### config.mk
export PLATFORM = sky130hd
export DESIGN_NAME = b06_irq_requester
export DESIGN_NICKNAME = d
export VERILOG_FILES = /design/src/rtl/b06_irq_requester.sv
export SDC_FILE = /design/constraint.sdc
export NUM_CORES = 1
export LEC_CHECK = 0
export BUFFER_PORTS_ARGS = -buffer_cell sky130_fd_sc_hd__buf_2
export CORE_MARGIN = 1.5
export CORE_UTILIZATION = 52
export CTS_BUF_LIST = sky130_fd_sc_hd__clkbuf_8
export CTS_CLUSTER_DIAMETER = 150
export DETAILED_ROUTE_END_ITERATION = 10
export GPL_TIMING_DRIVEN = 0
export PLACE_DENSITY = 0.83
export SETUP_SLACK_MARGIN = 0.3
export SLEW_MARGIN = 10
export SYNTH_ARGS = -nofsm -noshare
export SYNTH_HDL_FRONTEND = slang
export SYNTH_SLANG_ARGS = --single-unit
### constraint.sdc
create_clock -name clock -period 1.5 [get_ports clock]
set_input_delay 0.15 -clock clock [delete_from_list [all_inputs] [get_ports clock]]
set_output_delay 0.15 -clock clock [all_outputs]
set_load 0.01 [all_outputs]
### src/rtl/b06_irq_requester.sv
// Purpose: requester end of the interrupt handshake. It queues local events and
//   drives EQL/CONT_EQL toward the handler. It completes a 4-phase handshake on
//   ACK_IN and captures the handler status and the service latency at each ACK.
// Latency: outputs are registered. An event in cycle N raises EQL in cycle N+2.
//   A sampled ACK drops EQL on the next cycle.
// Backpressure: none toward evt_in. Events beyond 2^PEND_W-1 pending are dropped
//   and flagged on ovf_err. A request that is never acknowledged traps in ERR
//   until err_clr.
// Ports:
//   clock, nRESET_G                      clock and async active-low reset
//   evt_in, err_clr                      local event pulse, error-flag clear
//   ACK_IN, USCITE_IN, CC_MUX_IN         handler acknowledge and status
//   ENABLE_COUNT_IN                      gates latency counting
//   EQL, CONT_EQL                        request and continuation to handler
//   pending, busy                        queue depth and non-idle indication
//   status_uscite, status_ccmux          status captured at acknowledge
//   last_latency                         latency of the last served event
//   timeout_err, ovf_err                 sticky error flags
module b06_irq_requester #(
  parameter int PEND_W  = 3,
  parameter int TIMEOUT = 16,
  parameter int LAT_W   = 8
) (
  input  logic              clock,
  input  logic              nRESET_G,
  input  logic              evt_in,
  input  logic              err_clr,
  input  logic              ACK_IN,
  input  logic [1:0]        USCITE_IN,
  input  logic [1:0]        CC_MUX_IN,
  input  logic              ENABLE_COUNT_IN,
  output logic              EQL,
  output logic              CONT_EQL,
  output logic [PEND_W-1:0] pending,
  output logic              busy,
  output logic [1:0]        status_uscite,
  output logic [1:0]        status_ccmux,
  output logic [LAT_W-1:0]  last_latency,
  output logic              timeout_err,
  output logic              ovf_err
);

  typedef enum logic [2:0] {
    S_IDLE,
    S_REQ,
    S_HOLD,
    S_GAP,
    S_ERR
  } state_t;

  localparam logic [PEND_W-1:0] PEND_MAX = {PEND_W{1'b1}};
  localparam logic [PEND_W-1:0] PEND_ONE = PEND_W'(1);
  localparam logic [LAT_W-1:0]  LAT_MAX  = {LAT_W{1'b1}};
  localparam logic [LAT_W-1:0]  LAT_ONE  = LAT_W'(1);
  // The counter holds the completed REQ cycles. A value of TIMEOUT-1 therefore
  // means that this edge ends the TIMEOUT-th cycle.
  localparam logic [LAT_W-1:0]  TMO_LAST = LAT_W'(TIMEOUT - 1);

  state_t            state_q, state_d;
  logic [LAT_W-1:0]  lat_cnt;
  logic [LAT_W-1:0]  tmo_cnt;
  logic [PEND_W-1:0] pending_d;
  logic              svc_dec;
  logic              tmo_hit;
  logic              ovf_evt;

  // Pending-count bookkeeping. An event and a service on the same edge cancel out.
  always_comb begin
    svc_dec   = (state_q == S_REQ) && ACK_IN && (pending != '0);
    tmo_hit   = (state_q == S_REQ) && !ACK_IN && (tmo_cnt == TMO_LAST);
    ovf_evt   = evt_in && !svc_dec && (pending == PEND_MAX);
    pending_d = pending;
    if (evt_in && !svc_dec && !ovf_evt) begin
      pending_d = pending + PEND_ONE;
    end else if (!evt_in && svc_dec) begin
      pending_d = pending - PEND_ONE;
    end
  end

  // Next-state logic. ACK takes priority over timeout on the same edge.
  always_comb begin
    state_d = state_q;
    case (state_q)
      S_IDLE:  if (pending != '0) state_d = S_REQ;
      S_REQ: begin
        if (ACK_IN) begin
          state_d = S_HOLD;
        end else if (tmo_hit) begin
          state_d = S_ERR;
        end
      end
      S_HOLD:  if (!ACK_IN) state_d = S_GAP;
      S_GAP:   state_d = S_IDLE;
      S_ERR:   if (err_clr) state_d = S_IDLE;
      default: state_d = S_IDLE;
    endcase
  end

  always_ff @(posedge clock or negedge nRESET_G) begin
    if (!nRESET_G) begin
      state_q <= S_IDLE;
    end else begin
      state_q <= state_d;
    end
  end

  always_ff @(posedge clock or negedge nRESET_G) begin
    if (!nRESET_G) begin
      lat_cnt       <= '0;
      tmo_cnt       <= '0;
      pending       <= '0;
      EQL           <= 1'b0;
      CONT_EQL      <= 1'b0;
      busy          <= 1'b0;
      status_uscite <= 2'b00;
      status_ccmux  <= 2'b00;
      last_latency  <= '0;
      timeout_err   <= 1'b0;
      ovf_err       <= 1'b0;
    end else begin
      pending  <= pending_d;
      // The outputs are decoded from the next state so that they line up with
      // the state register and stay free of input-to-output paths.
      EQL      <= (state_d == S_REQ);
      CONT_EQL <= (state_d == S_REQ) && (pending_d > PEND_ONE);
      busy     <= (state_d != S_IDLE);

      // The counters are held at zero outside REQ, so each request starts from zero.
      if (state_q == S_REQ) begin
        tmo_cnt <= tmo_cnt + LAT_ONE;
        if (ENABLE_COUNT_IN && (lat_cnt != LAT_MAX)) begin
          lat_cnt <= lat_cnt + LAT_ONE;
        end
      end else begin
        tmo_cnt <= '0;
        lat_cnt <= '0;
      end

      // The capture uses the count from before this edge's increment.
      if ((state_q == S_REQ) && ACK_IN) begin
        status_uscite <= USCITE_IN;
        status_ccmux  <= CC_MUX_IN;
        last_latency  <= lat_cnt;
      end

      // Setting a flag wins over clearing it, so an error on the clearing edge is kept.
      if (tmo_hit) begin
        timeout_err <= 1'b1;
      end else if (err_clr) begin
        timeout_err <= 1'b0;
      end

      if (ovf_evt) begin
        ovf_err <= 1'b1;
      end else if (err_clr) begin
        ovf_err <= 1'b0;
      end
    end
  end

endmodule

; ---- After elaboration in Yosys (flattened, before gate mapping)
; Cells that the tools add are included.
[op_classes]
addsub = 4
n_reduce_logical = 19
mux = 14
n_shift = 0
div = 0
n_bitwise = 0
eq_ne = 8
magnitude_cmp = 1
mul = 0
[ops]
columns = cell, n
row1 = $mux 8, 3
row2 = $mux 3, 7
row3 = $add 8x1->8 const B, 2
row4 = $pmux 3 s4, 1
row5 = $logic_and 1x1->1, 10
row6 = $eq 8x4->1 const B, 1
row7 = $ne 8x8->1 const B, 1
row8 = $eq 3x1->1 const B, 2
row9 = $eq 3x3->1 const B, 2
row10 = $reduce_bool 3->1, 2
row11 = $logic_not 1->1, 4
row12 = $reduce_bool 2->1, 2
row13 = $add 3x1->3 const B, 1
row14 = $eq 3x2->1 const B, 1
row15 = $gt 3x1->1 const B, 1
row16 = $logic_not 3->1, 1
row17 = $mux 1, 3
row18 = $sub 3x1->3 const B, 1
row19 = $ne 2x1->1 const B, 1
[word_totals]
in_bits = 10
ram_bits = 0
elab_cells = 58
n_memories = 0
reg_bits = 39
rom_bits = 0
latchBits = 0

; ---- Depth between registers and ports, before layout
[depth]
depth_word = 11
mapped_depth = 7
mapped_depth_nobuf = 7

; ---- Least setup slack after synthesis
; Ideal clock, no wire load.
[synth_timing]
kind = register to register
start = reg state_q[1]
end = reg CONT_EQL
t_required_ns = 1.435
path_stages_with_launch = 8
setup_ns = 0.065
arrival_ns = 1.486
synth_period_minus_slack_ns = 1.550
slack_ns = -0.050
path_buffers = 2
cell_sequence = dfrtp_1 buf_2 and4bb_1 buf_4 nand3b_1 o31a_1 a32oi_1 o21a_1
[synth_between]
elab_chain_len = 11
word_cells_on_any_way = 25
cone_classes = 1 x order compare / 4 x eq/ne / 8 x mux / 12 x reduce/logical
[synth_rtl]
columns = item, line
row1 = "start, declared", 59  ; state_t state_q, state_d;
row2 = "start signal, assigned", 103  ; state_q <= state_d;
row3 = $eq 3x1->1 (*), 69  ; svc_dec = (state_q == S_REQ) && ACK_IN && (pending != '0);
row4 = $logic_and 1x1->1 (*) (2 in a row), 69
row5 = $logic_not 1->1, "71, 73"
row6 = $logic_and 1x1->1, "71, 73"
row7 = $logic_and 1x1->1, 71  ; ovf_evt = evt_in && !svc_dec && (pending == PEND_MAX);
row8 = $logic_not 1->1, 73  ; if (evt_in && !svc_dec && !ovf_evt) begin
row9 = $logic_and 1x1->1, 73
row10 = $mux 3 (*), 73
row11 = named net pending_d[2], 62  ; logic [PEND_W-1:0] pending_d;
row12 = $gt 3x1->1 (*), 125  ; CONT_EQL <= (state_d == S_REQ) && (pending_d > PEND_ONE);
row13 = $logic_and 1x1->1 (*), 125
row14 = "end signal, assigned", 125
row15 = "end, declared", 33  ; output logic CONT_EQL,
; Mark *: on every way through the listed nets, which the timed path passes. The rest lies on a longest branch.
; A chain may end at the register's enable or synchronous reset.

; ---- Worst setup path in the final report
; Same ends and word-level chain as after synthesis.

==> metrics.md <==
| Metric | Value |
|---|---|
| Failing checks | negative setup slack |
| Crit path kind | reg2reg |
| Final hold vios | 0 |
| Cells after Synth | ~170 |
| Width of the die | about 62 um |
| Total gr overflow | 0 |
| Register area share after synthesis | 0.542 |
| RR Startpoint | state_q[1] |
| Max H-tree Level | 2 |
| Post-Synthesis Net Count | approximately 180 |
| Top cells by count, synth | 39 x dfrtp_1, 23 x nor2_1, 12 x mux2_1, 12 x nand2_1, 7 x xnor2_1 |
| Sequential power share | 0.308 |
| Vias/cell | a little under 6 |
| Post-synth EDFFs | 0 |
| CP Cell Sequence | buf_6 > and4bb_1 > buf_6 > nand3b_1 > o31a_1 > a32oi_2 > o21a_1 |
| RSZ-0062 raised after global routing | true |
| Max Freq | roughly 570 MHz |
| Die H | 61.8 um |
| Starting DRC count in detailed routing | 71 |
| Placed insts | between 200 and 250 |
| Hold path cells | 2 |
| Num Clock Sinks | 39 |
| Setup violators final | 15 |
| Pint | between 2 and 3 mW |
| Hold WS | 80.1 ps |
| Area leader, netlist | dfrtp_1 |
| Syn-to-layout area delta | 62.2% |
| YS warnings | 0 |
| Worst Path Arrival | 1980 ps |
| WL final | ~6000 um |
| Post-route insts no fill | roughly 280 |
| Most frequent cell after synthesis | dfrtp_1 |
| CP max stage cell | dfrtp_1 |
| Crit end category | register |
| NetSw | 1.81 mW |
| Combinational share of power | 0.553 |
| R2R cell count | 7 |
| Multi-input gate area | roughly 1200 um^2 |
| Setup TNS | -2090 ps |
| Routed vias | 1666 |
| Setup ws final | -243 ps |
| Clk_skew | about 10 ps |
| R2R setup slack | -240 ps |
| Clock Path Buffers | 2 |
| Peak supply drop | 1.52 mV |
| Final min period | 1740 ps |
| Pre-Repair DR Iteration Count | 4 |
| HP Class | in2reg |
| Top cells by area, synth | dfrtp_1 54%, mux2_1 7.5%, nor2_1 4.8% |
| Layout cells sized above 1 | 0.605 |
| Top Ports | 30 |
| Hold endpoint | status_ccmux[0] |
| Post-route ant nets | 0 |
| Maximum cell stage delay along the critical path | between 300 and 400 ps |
| Total of max-cap violations | 0 |
| GP Congestion | 0.865 |
| Die ar. | approximately 3800 um^2 |
| # fillers | between 100 and 150 |
| Initial antenna violation count | 0 |
| Relative slew slack | 0.644 |
| Unique masters post-synth | 38 |
| Worst setup path start | state_q[1] |
| Share of the synthesized area in the top cell type | 0.542 |
| Seq. cell area | 983 um^2 |
| Antenna diode count | 0 |
| DR DRC count | 0 |
| Mapped cell area | 1800 um^2 |
| Final Slew Violations | 0 |
| Initial core utilization | 0.539 |
| Total track usage | 0.284 |
| Input/output buffers | 29 |
| Final Cycle Share | 1.16 |
| Most used DFF post-synth | dfrtp_1 |
| Switching share of power | 0.380 |
| Worst-Skew Late Latency | about 300 ps |
| Leak Pwr | around 1.3 nW |
| CTS buffer count | 5 |
| CORE AREA | roughly 3300 um^2 |
| Avg Inst Size Synth | approximately 11 um^2 |
| DR WL/cell | between 20 and 25 um |
| CP most frequent cell | buf_6 |
| Total power per unit cell area | 1640 nW/um^2 |
| RR Endpoint | CONT_EQL |
| First-pass GRT wire length | between 7000 and 8000 um |
| Clock share of power | 0.139 |
| Placement Rows | 21 |
| Crit-path max FO | 3 |
| Startpoint Class | register |
| Post-synth ARST share | 1.00 |
| Final nets | 255 |
| Largest net degree at the start of global routing | 40 |
| Critical Path RT | 1740 ps |
| Status | finished, violations left |
| Reg clk slew, reported paths | ~70 ps |
| Hold path startpoint | CC_MUX_IN[0] |
| CTS tree | done |
| Vias in the first global route | between 1500 and 2000 |
| Final Total Pwr | between 4 and 5 mW |
| #FFs+latches synth | 39 |
| Slew @ Worst Pin | around 530 ps |
| Clk root buf | clkbuf_8 |
| DP Wirelength | approximately 2600 um |
state kept, by name, indices dropped and copies added, names as in the netlist:
register,flops
ovf_err,1
lat_cnt,8
last_latency,8
pending,3
status_ccmux,2
busy,1
CONT_EQL,1
EQL,1
state_q,3
status_uscite,2
tmo_cnt,8
timeout_err,1
worst max-delay path, delay by kind of cell, from the launching register on:
kind	cells	cell delay [ps]
compound gates	3	630
buf+inv	2	250
flops	1	380
simple gates	2	420
through the flow:
stage / area [um^2] / util / worst slack, ps
floorplan: 1900 / - / -38.4
CTS: 2620 / 0.786 / -183
global route: 2920 / 0.874 / -265
detailed placement: 2100 / 0.630 / -208
global placement: 2100 / 0.630 / -124
finish: 2920 / 0.874 / -243
power by group through the flow:
stage / Clock [mW] / Combinational, mW / Sequential [mW]
after floorplan: 0 / 0.774 / 1.55
after global placement: 0 / 1.18 / 1.47
after detailed placement: 0 / 1.25 / 1.49
after CTS: 0.648 / 2.12 / 1.44
after global routing: 0.717 / 2.75 / 1.49
final: 0.666 / 2.64 / 1.47
worst max-delay path by stage:
stage                     cells past startpoint  slack [ps]        to
after floorplan                               7         -40  CONT_EQL
after global placement                        7        -120  CONT_EQL
after detailed placement                      7        -210  CONT_EQL
after CTS                                     7        -180  CONT_EQL
after global routing                          7        -270  CONT_EQL
final                                         7        -240  CONT_EQL
final cells by class:
| cell class | instances | share of cell area |
|---|---|---|
| plain buffers | 5 | 0.0236 |
| clock buffers | 5 | 0.0236 |
| clock inverters | 1 | 0.00129 |
| inverters | 6 | 0.00858 |
| multi-input cells | 115 | 0.400 |
| flip-flops and latches | 39 | 0.337 |
| well taps | 46 | 0.0197 |
| repair buffers | 67 | 0.187 |
cells in the final DEF (no fill, tap or decap), types with 5 or more instances in the layout:
cell type   n
xnor2_1     5
buf_6      16
dfrtp_1    33
nor2_1      8
mux2_1      8
buf_4      20
clkbuf_8    5
a21oi_1     5
nor2_4     11
nand2_1     7
dfrtp_2     6
buf_2      27
cell families (layout without fill, tap and decap cells):
| family | after synthesis | in the layout | share of synthesized area |
|---|---|---|---|
| simple gates | 61 | 61 | 0.164 |
| flops | 39 | 39 | 0.542 |
| compound gates | 22 | 22 | 0.0793 |
| mux | 15 | 15 | 0.0918 |
| xor+xnor | 11 | 11 | 0.0535 |
| buf+inv | 11 | 84 | 0.0271 |
| fa+ha+maj | 6 | 6 | 0.0417 |
repair_timing:
| action | in CTS | in global routing |
|---|---|---|
| gates resized for setup | 57 | 45 |
| hold endpoints to repair | 39 | 0 |
| cloned | 1 | 1 |
| pin swaps | 17 | 33 |
| setup buffers | 25 | 10 |
| hold buffers | 1 | 0 |
| endpoints found under the setup margin | 37 | 77 |
routing by layer:
metal	track usage	wire, um	vias up
met5	0	0	-
met4	0.146	244	0
met3	0.0766	336	24
met2	0.493	3220	72
met1	0.319	2190	850
li1	-	-	720
(Power assumes the default switching activity.)
